File: config.mk
export PLATFORM = sky130hd
export DESIGN_NAME = mult8x8_datapath_flat
export DESIGN_NICKNAME = d
export VERILOG_FILES = /design/src/rtl/mult8x8_pkg.sv /design/src/rtl/mult8x8_datapath_if.sv /design/src/rtl/mult4x4_shift.sv /design/src/rtl/mult8x8_datapath.sv /design/src/flat_wrapper.sv
export SDC_FILE = /design/constraint.sdc
export NUM_CORES = 1
export LEC_CHECK = 0
export ABC_AREA = 1
export CORE_AREA = 2 2 97 99
export CTS_BUF_LIST = sky130_fd_sc_hd__clkbuf_16
export DETAILED_ROUTE_END_ITERATION = 12
export DIE_AREA = 0 0 99 101
export PLACE_DENSITY = 0.74
export SKIP_LAST_GASP = 1
export SYNTH_ARGS = -nofsm -noshare
export SYNTH_HDL_FRONTEND = slang
export SYNTH_SLANG_ARGS = --single-unit
File: constraint.sdc
create_clock -name clk -period 4.4 [get_ports clk]
set_clock_uncertainty 0.2 [all_clocks]
set_input_delay 0.44 -clock clk [delete_from_list [all_inputs] [get_ports clk]]
set_output_delay 0.44 -clock clk [all_outputs]
set_load 0.02 [all_outputs]
File: src/rtl/mult8x8_pkg.sv
// Shared constants and select encodings for the 8x8 shift-and-add multiplier.
// Both the datapath and the control FSM import this package.
package mult8x8_pkg;

    localparam int unsigned DATA_W = 8;
    localparam int unsigned NIB_W  = DATA_W / 2;
    localparam int unsigned PROD_W = 2 * DATA_W;

    typedef logic [1:0] sel_t;

    localparam sel_t SEL_LL = 2'b00;
    localparam sel_t SEL_LH = 2'b01;
    localparam sel_t SEL_HL = 2'b10;
    localparam sel_t SEL_HH = 2'b11;

    localparam sel_t SHIFT_0 = 2'b00;
    localparam sel_t SHIFT_4 = 2'b01;
    localparam sel_t SHIFT_8 = 2'b10;

endpackage

File: src/rtl/mult8x8_datapath_if.sv
// Control/data bundle between the multiplier FSM (master) and the datapath (slave).
interface mult8x8_datapath_if;
    import mult8x8_pkg::*;

    logic              start;
    logic [DATA_W-1:0] dataa;
    logic [DATA_W-1:0] datab;
    sel_t              input_sel;
    sel_t              shift_sel;
    logic              clk_ena;
    logic              sclr_n;
    logic              done;
    logic [1:0]        count;
    logic [PROD_W-1:0] product;
    logic [PROD_W-1:0] result;
    logic              result_valid;

    modport master (
        output start, dataa, datab, input_sel, shift_sel, clk_ena, sclr_n, done,
        input  count, product, result, result_valid
    );

    modport slave (
        input  start, dataa, datab, input_sel, shift_sel, clk_ena, sclr_n, done,
        output count, product, result, result_valid
    );

endinterface

File: src/rtl/mult4x4_shift.sv
// Combinational 4x4 nibble multiply, positioned into a 16-bit accumulator term.
// The unused shift encoding yields a zero contribution.
module mult4x4_shift
    import mult8x8_pkg::*;
(
    input  logic [NIB_W-1:0]  i_a,
    input  logic [NIB_W-1:0]  i_b,
    input  sel_t              i_shift_sel,
    output logic [PROD_W-1:0] o_term
);

    logic [2*NIB_W-1:0] w_pp;
    logic [PROD_W-1:0]  w_pp_ext;

    assign w_pp     = {{NIB_W{1'b0}}, i_a} * {{NIB_W{1'b0}}, i_b};
    assign w_pp_ext = {{(PROD_W - 2 * NIB_W){1'b0}}, w_pp};

    always_comb begin
        o_term = '0;
        case (i_shift_sel)
            SHIFT_0: o_term = w_pp_ext;
            SHIFT_4: o_term = w_pp_ext << 4;
            SHIFT_8: o_term = w_pp_ext << 8;
            default: o_term = '0;
        endcase
    end

endmodule

File: src/rtl/mult8x8_datapath.sv
// Shift-and-add datapath: operand capture, nibble-product accumulation,
// step counter for the FSM and a registered final result.
module mult8x8_datapath
    import mult8x8_pkg::*;
#(
    parameter int unsigned DATA_W_P = DATA_W
) (
    input logic               clk,
    input logic               reset_a_n,
    mult8x8_datapath_if.slave bus
);

    logic [DATA_W_P-1:0] r_opa;
    logic [DATA_W_P-1:0] r_opb;
    logic [1:0]          r_count;
    logic [PROD_W-1:0]   r_product;
    logic [PROD_W-1:0]   r_result;
    logic                r_result_valid;

    sel_t              w_input_sel;
    sel_t              w_shift_sel;
    logic [NIB_W-1:0]  w_a_nib;
    logic [NIB_W-1:0]  w_b_nib;
    logic [PROD_W-1:0] w_term;
    logic              w_clear;
    logic              w_accum;
    logic              w_restart;

    // Masking keeps undriven selects from reaching the accumulator while idle.
    assign w_input_sel = bus.input_sel & {2{bus.clk_ena}};
    assign w_shift_sel = bus.shift_sel & {2{bus.clk_ena}};

    assign w_clear   = bus.clk_ena & ~bus.sclr_n;
    assign w_accum   = bus.clk_ena & bus.sclr_n;
    assign w_restart = w_clear & bus.start;

    always_comb begin
        w_a_nib = r_opa[NIB_W-1:0];
        w_b_nib = r_opb[NIB_W-1:0];
        case (w_input_sel)
            SEL_LL: begin
                w_a_nib = r_opa[NIB_W-1:0];
                w_b_nib = r_opb[NIB_W-1:0];
            end
            SEL_LH: begin
                w_a_nib = r_opa[NIB_W-1:0];
                w_b_nib = r_opb[DATA_W_P-1:NIB_W];
            end
            SEL_HL: begin
                w_a_nib = r_opa[DATA_W_P-1:NIB_W];
                w_b_nib = r_opb[NIB_W-1:0];
            end
            default: begin
                w_a_nib = r_opa[DATA_W_P-1:NIB_W];
                w_b_nib = r_opb[DATA_W_P-1:NIB_W];
            end
        endcase
    end

    mult4x4_shift u_mult4x4_shift (
        .i_a         (w_a_nib),
        .i_b         (w_b_nib),
        .i_shift_sel (w_shift_sel),
        .o_term      (w_term)
    );

    always_ff @(posedge clk or negedge reset_a_n) begin
        if (!reset_a_n) begin
            r_opa     <= '0;
            r_opb     <= '0;
            r_count   <= '0;
            r_product <= '0;
        end else if (w_clear) begin
            r_count   <= '0;
            r_product <= '0;
            if (bus.start) begin
                r_opa <= bus.dataa;
                r_opb <= bus.datab;
            end
        end else if (w_accum) begin
            r_count   <= r_count + 2'd1;
            r_product <= r_product + w_term;
        end
    end

    // A restarting clear takes priority over a coincident done.
    always_ff @(posedge clk or negedge reset_a_n) begin
        if (!reset_a_n) begin
            r_result       <= '0;
            r_result_valid <= 1'b0;
        end else if (w_restart) begin
            r_result_valid <= 1'b0;
        end else if (bus.done && !r_result_valid) begin
            r_result       <= r_product;
            r_result_valid <= 1'b1;
        end
    end

    assign bus.count        = r_count;
    assign bus.product      = r_product;
    assign bus.result       = r_result;
    assign bus.result_valid = r_result_valid;

endmodule

File: src/flat_wrapper.sv
// flat-port wrapper written by rule: the top's interface ports become plain ports
module mult8x8_datapath_flat import mult8x8_pkg::*;
#(
    parameter int unsigned DATA_W_P = DATA_W
)
  (clk, reset_a_n, bus_start, bus_dataa, bus_datab, bus_input_sel, bus_shift_sel, bus_clk_ena, bus_sclr_n, bus_done, bus_count, bus_product, bus_result, bus_result_valid);
  mult8x8_datapath_if bus_i ();
  input logic clk;
  input logic reset_a_n;
  input wire logic [$bits(bus_i.start)-1:0] bus_start;
  input wire logic [$bits(bus_i.dataa)-1:0] bus_dataa;
  input wire logic [$bits(bus_i.datab)-1:0] bus_datab;
  input wire logic [$bits(bus_i.input_sel)-1:0] bus_input_sel;
  input wire logic [$bits(bus_i.shift_sel)-1:0] bus_shift_sel;
  input wire logic [$bits(bus_i.clk_ena)-1:0] bus_clk_ena;
  input wire logic [$bits(bus_i.sclr_n)-1:0] bus_sclr_n;
  input wire logic [$bits(bus_i.done)-1:0] bus_done;
  output wire logic [$bits(bus_i.count)-1:0] bus_count;
  output wire logic [$bits(bus_i.product)-1:0] bus_product;
  output wire logic [$bits(bus_i.result)-1:0] bus_result;
  output wire logic [$bits(bus_i.result_valid)-1:0] bus_result_valid;
  assign bus_i.start = bus_start;
  assign bus_i.dataa = bus_dataa;
  assign bus_i.datab = bus_datab;
  assign bus_i.input_sel = bus_input_sel;
  assign bus_i.shift_sel = bus_shift_sel;
  assign bus_i.clk_ena = bus_clk_ena;
  assign bus_i.sclr_n = bus_sclr_n;
  assign bus_i.done = bus_done;
  assign bus_count = bus_i.count;
  assign bus_product = bus_i.product;
  assign bus_result = bus_i.result;
  assign bus_result_valid = bus_i.result_valid;
  mult8x8_datapath #(.DATA_W_P(DATA_W_P)) u_core (.clk(clk), .reset_a_n(reset_a_n), .bus(bus_i));
endmodule
==> impl_metrics.ini <==
[sta]
timing.final.crit_share_pct = 99.5
fin_ws_ns = 0.0215
max_freq_ghz = 0.228
maxSlewHeadroom_pct = 56.1
worst_pin_slew_ns = 0.659
slew_violations = 0
setup_viol = 0
hold_viol = 0
layout_min_cycle_time_ns = 4.38
fin_hold_ws_ns = 0.0698

[detailed_routing]
wl_um = 9240
drt.antenna.violating_nets = 0
vias_per_cell = 5.05
wire_per_inst_um = 14.4
dr.pass1.iters = 4
vias = 3236
drc = 0
drt_iter0_drc = 104

[clocking]
h-tree-depth = 2
cts_sinks = 51
root_buffer = clkbuf_16
path_clk_slew_ns = 0.07
ctsLongestPathBuffers = 2
cts_buffers = 5
clock_latency_ns = 0.29
cts_tree = done
cts_hold_buf = 0

[floorplanning]
die_area_um2 = 10000
rows = 35
die_h_um = 101
dieWidth_um = 99
start_util_pct = 39.3
core_area_um2 = 8980
ios = 61

[synthesis]
syn-num-nets = 475
synth_cells = 417
yosysWarnings = 0
synth_top_area_share_pct = 36.2
synth_top_cell_by_area = dfrtp_1
ys_ff_latch = 51
seq_area_frac_synth_pct = 36.2
synthTopCellsByArea = dfrtp_1, ha_1, nand2_1, inv_1, nor2_1
netlist_area_um2 = 3530
avgSynthCellArea_um2 = 8.46
synth_cell_types = 38

[critical_path]
reg2reg_slack_ns = 0.07
cp.arrival_ns = 4.36
cpMostUsedCell = nand2_1
path_depth = 23
worst_ep_required_time_ns = 4.38
slowest_delay_ns = 0.60
critPathBufInv = 4
regToRegStartpoint = u_core.r_opa[4]
crit_path_top_delay_cell = fa_2
critPathCapture = u_core.bus.product[15]
cp-start-kind = input port
worstSetupStartpoint = bus_clk_ena
crit_path_cell_trace = buf_2 > nand2_4 > o21ai_2 > nand2_1 > fa_1 > inv_2 > fa_2 > inv_2 > fa_2 > xnor2_1 > inv_1 > o22ai_2 > ha_1 > nand2_1 > nand2_1 > nand2_2 > nand2_2 > nand2_1 > nand3_2 > a21oi_2 > nand3_1 > nand3_1 > nand2_1
r2r-end = u_core.bus.product[15]
cp_top_family = adder cells
cp-end-kind = register
critPathMaxFanout = 7
worstSetupPathType = in2reg
r2r_cells = 22

[finish]
drive_gt1_share_pct = 31.3
nets = 587
layout.cells.non_filler = 641
final_util_pct = 56.8
diodes = 0
syn_to_final_growth_pct = 44.4
nFillCells = 768

[global_route]
grt_max_degree = 52
grtUsageTotal_pct = 17.9
grt_overflow = 0
grt_pass1_vias = 3192
antenna_found_initial = 0
grt_pass1_wl_um = 14700

[placed_design]
dp.cells = 623
dp_hpwl_um = 6670
routabilityCongestion = 0.901
portBuffers = 60
post-place-ws_ns = -0.753

[min_path]
hp-class = in2async

[job]
maxCapViolCount = 0

[power]
power_leakage_nw = 2.47
power.total_mw = 2.60
ir_worst_vdd_mv = 0.303
powerDensity_nw_per_um2 = 510

[run_status]
status = finished, final reports clean
report_power, final:
part,switching [mW],internal [mW]
combinational,0.742,0.740
sequential,0.101,0.579
clock,0.171,0.268
layer usage:
metal	vias up	global-route usage, %	share of wire [%]	wire length (µm)
li1	1591	-	-	-
met1	1522	22.4	41	3790
met2	101	32.5	52	4770
met3	22	2.91	4.9	455
met4	0	4.00	2.4	220
met5	-	0	0	0
cells by family after synthesis:
logic type / Yosys count / share of synthesized area [%]
XOR/XNOR: 10 / 2.48
AND/OR/NAND/NOR: 164 / 21.7
buffers and inverters: 68 / 8.65
adder cells (fa/ha/maj): 32 / 12.4
flip-flops: 51 / 36.2
AO/OA/AOI/OAI: 79 / 13.6
multiplexers: 13 / 4.96
sequential cells by signal, indices dropped and copies added, names as in the netlist:
signal,cells
u_core.bus.product,16
u_core.bus.result,16
u_core.bus.count,2
u_core.r_opb,8
u_core.r_opa,8
u_core.bus.result_valid,1
per-stage QoR:
stage | TNS (ns) | instance area (µm²)
floorplan | 0 | 3530
global placement | -5.33 | 4510
detailed placement | -6.89 | 4510
CTS | 0 | 4870
global route | -0.335 | 5100
finish | 0 | 5100
cell usage in the layout (no fill, tap or decap), types with 4 or more instances in the layout:
cell type	Yosys	layout
nor2_1	40	36
a21oi_1	20	16
o22ai_2	0	5
o21ai_0	21	15
clkbuf_16	0	5
mux2_4	8	8
inv_2	1	6
nand2_2	0	11
ha_4	0	9
nand3_1	18	16
buf_4	0	52
nand2_4	7	12
nand3_2	2	4
a21oi_2	5	6
xnor2_1	7	7
inv_1	58	52
nand2_1	86	70
dfrtp_1	51	51
o21ai_2	10	17
ha_1	27	17
o22ai_1	14	6
mux2_2	4	4
clkdlybuf4s50_1	0	56
Yosys cell counts, drive strengths merged:
cell and number:
xnor2 7, o21ai 35, nor2 41, a21oi 25
o22ai 14, a21o 2, o21a 1, nand3 20
nand3b 2, o21bai 1, buf 6, inv 60
clkbuf 1, nand4 2, dfrtp 51, xor2 3
a31oi 1, nand2 94, clkinv 1, mux2 12
nor3 5, mux2i 1, ha 27, fa 5
how the worst min path moves through the flow:
stage | depth (start not counted) | to | startpoint | slack [ns]
after floorplan | 0 | u_core.bus.count[0] | reset_a_n | -0.06
after global placement | 2 | u_core.bus.result[2] | u_core.bus.result[2] | 0.27
after detailed placement | 2 | u_core.bus.result[3] | u_core.bus.result[3] | 0.28
after CTS | 2 | u_core.bus.result[13] | reset_a_n | 0.09
after global routing | 2 | u_core.bus.result[13] | reset_a_n | 0.12
final | 2 | u_core.bus.result[7] | reset_a_n | 0.07
what timing repair did:
action,in CTS,in global routing
hold endpoints to repair,0,0
pin swaps,30,29
endpoints found under the setup margin,11,11
buffers inserted,5,5
gates resized for setup,39,47
layout make-up:
type / instances / area, µm² / area share (%)
Tap cell: 111 / 139 / 2.73
Inverter: 61 / 236 / 4.64
Clock inverter: 3 / 43.8 / 0.859
Timing Repair Buffer: 112 / 971 / 19.1
Clock buffer: 5 / 125 / 2.46
Multi-Input combinational cell: 298 / 2300 / 45.2
Sequential cell: 51 / 1280 / 25.0
worst reg2reg max path, stage by stage, from the launching register on:
cell	delay, ns
dfrtp_1	0.32
inv_1	0.06
o21ai_2	0.14
nand2_1	0.09
fa_1	0.56
inv_2	0.04
fa_2	0.60
inv_2	0.05
fa_2	0.37
xnor2_1	0.16
inv_1	0.12
o22ai_2	0.19
ha_1	0.31
nand2_1	0.10
nand2_1	0.15
nand2_2	0.13
nand2_2	0.06
nand2_1	0.07
nand3_2	0.07
a21oi_2	0.15
nand3_1	0.11
nand3_1	0.10
nand2_1	0.06
Note: power is estimated with default switching activity, not from simulation.
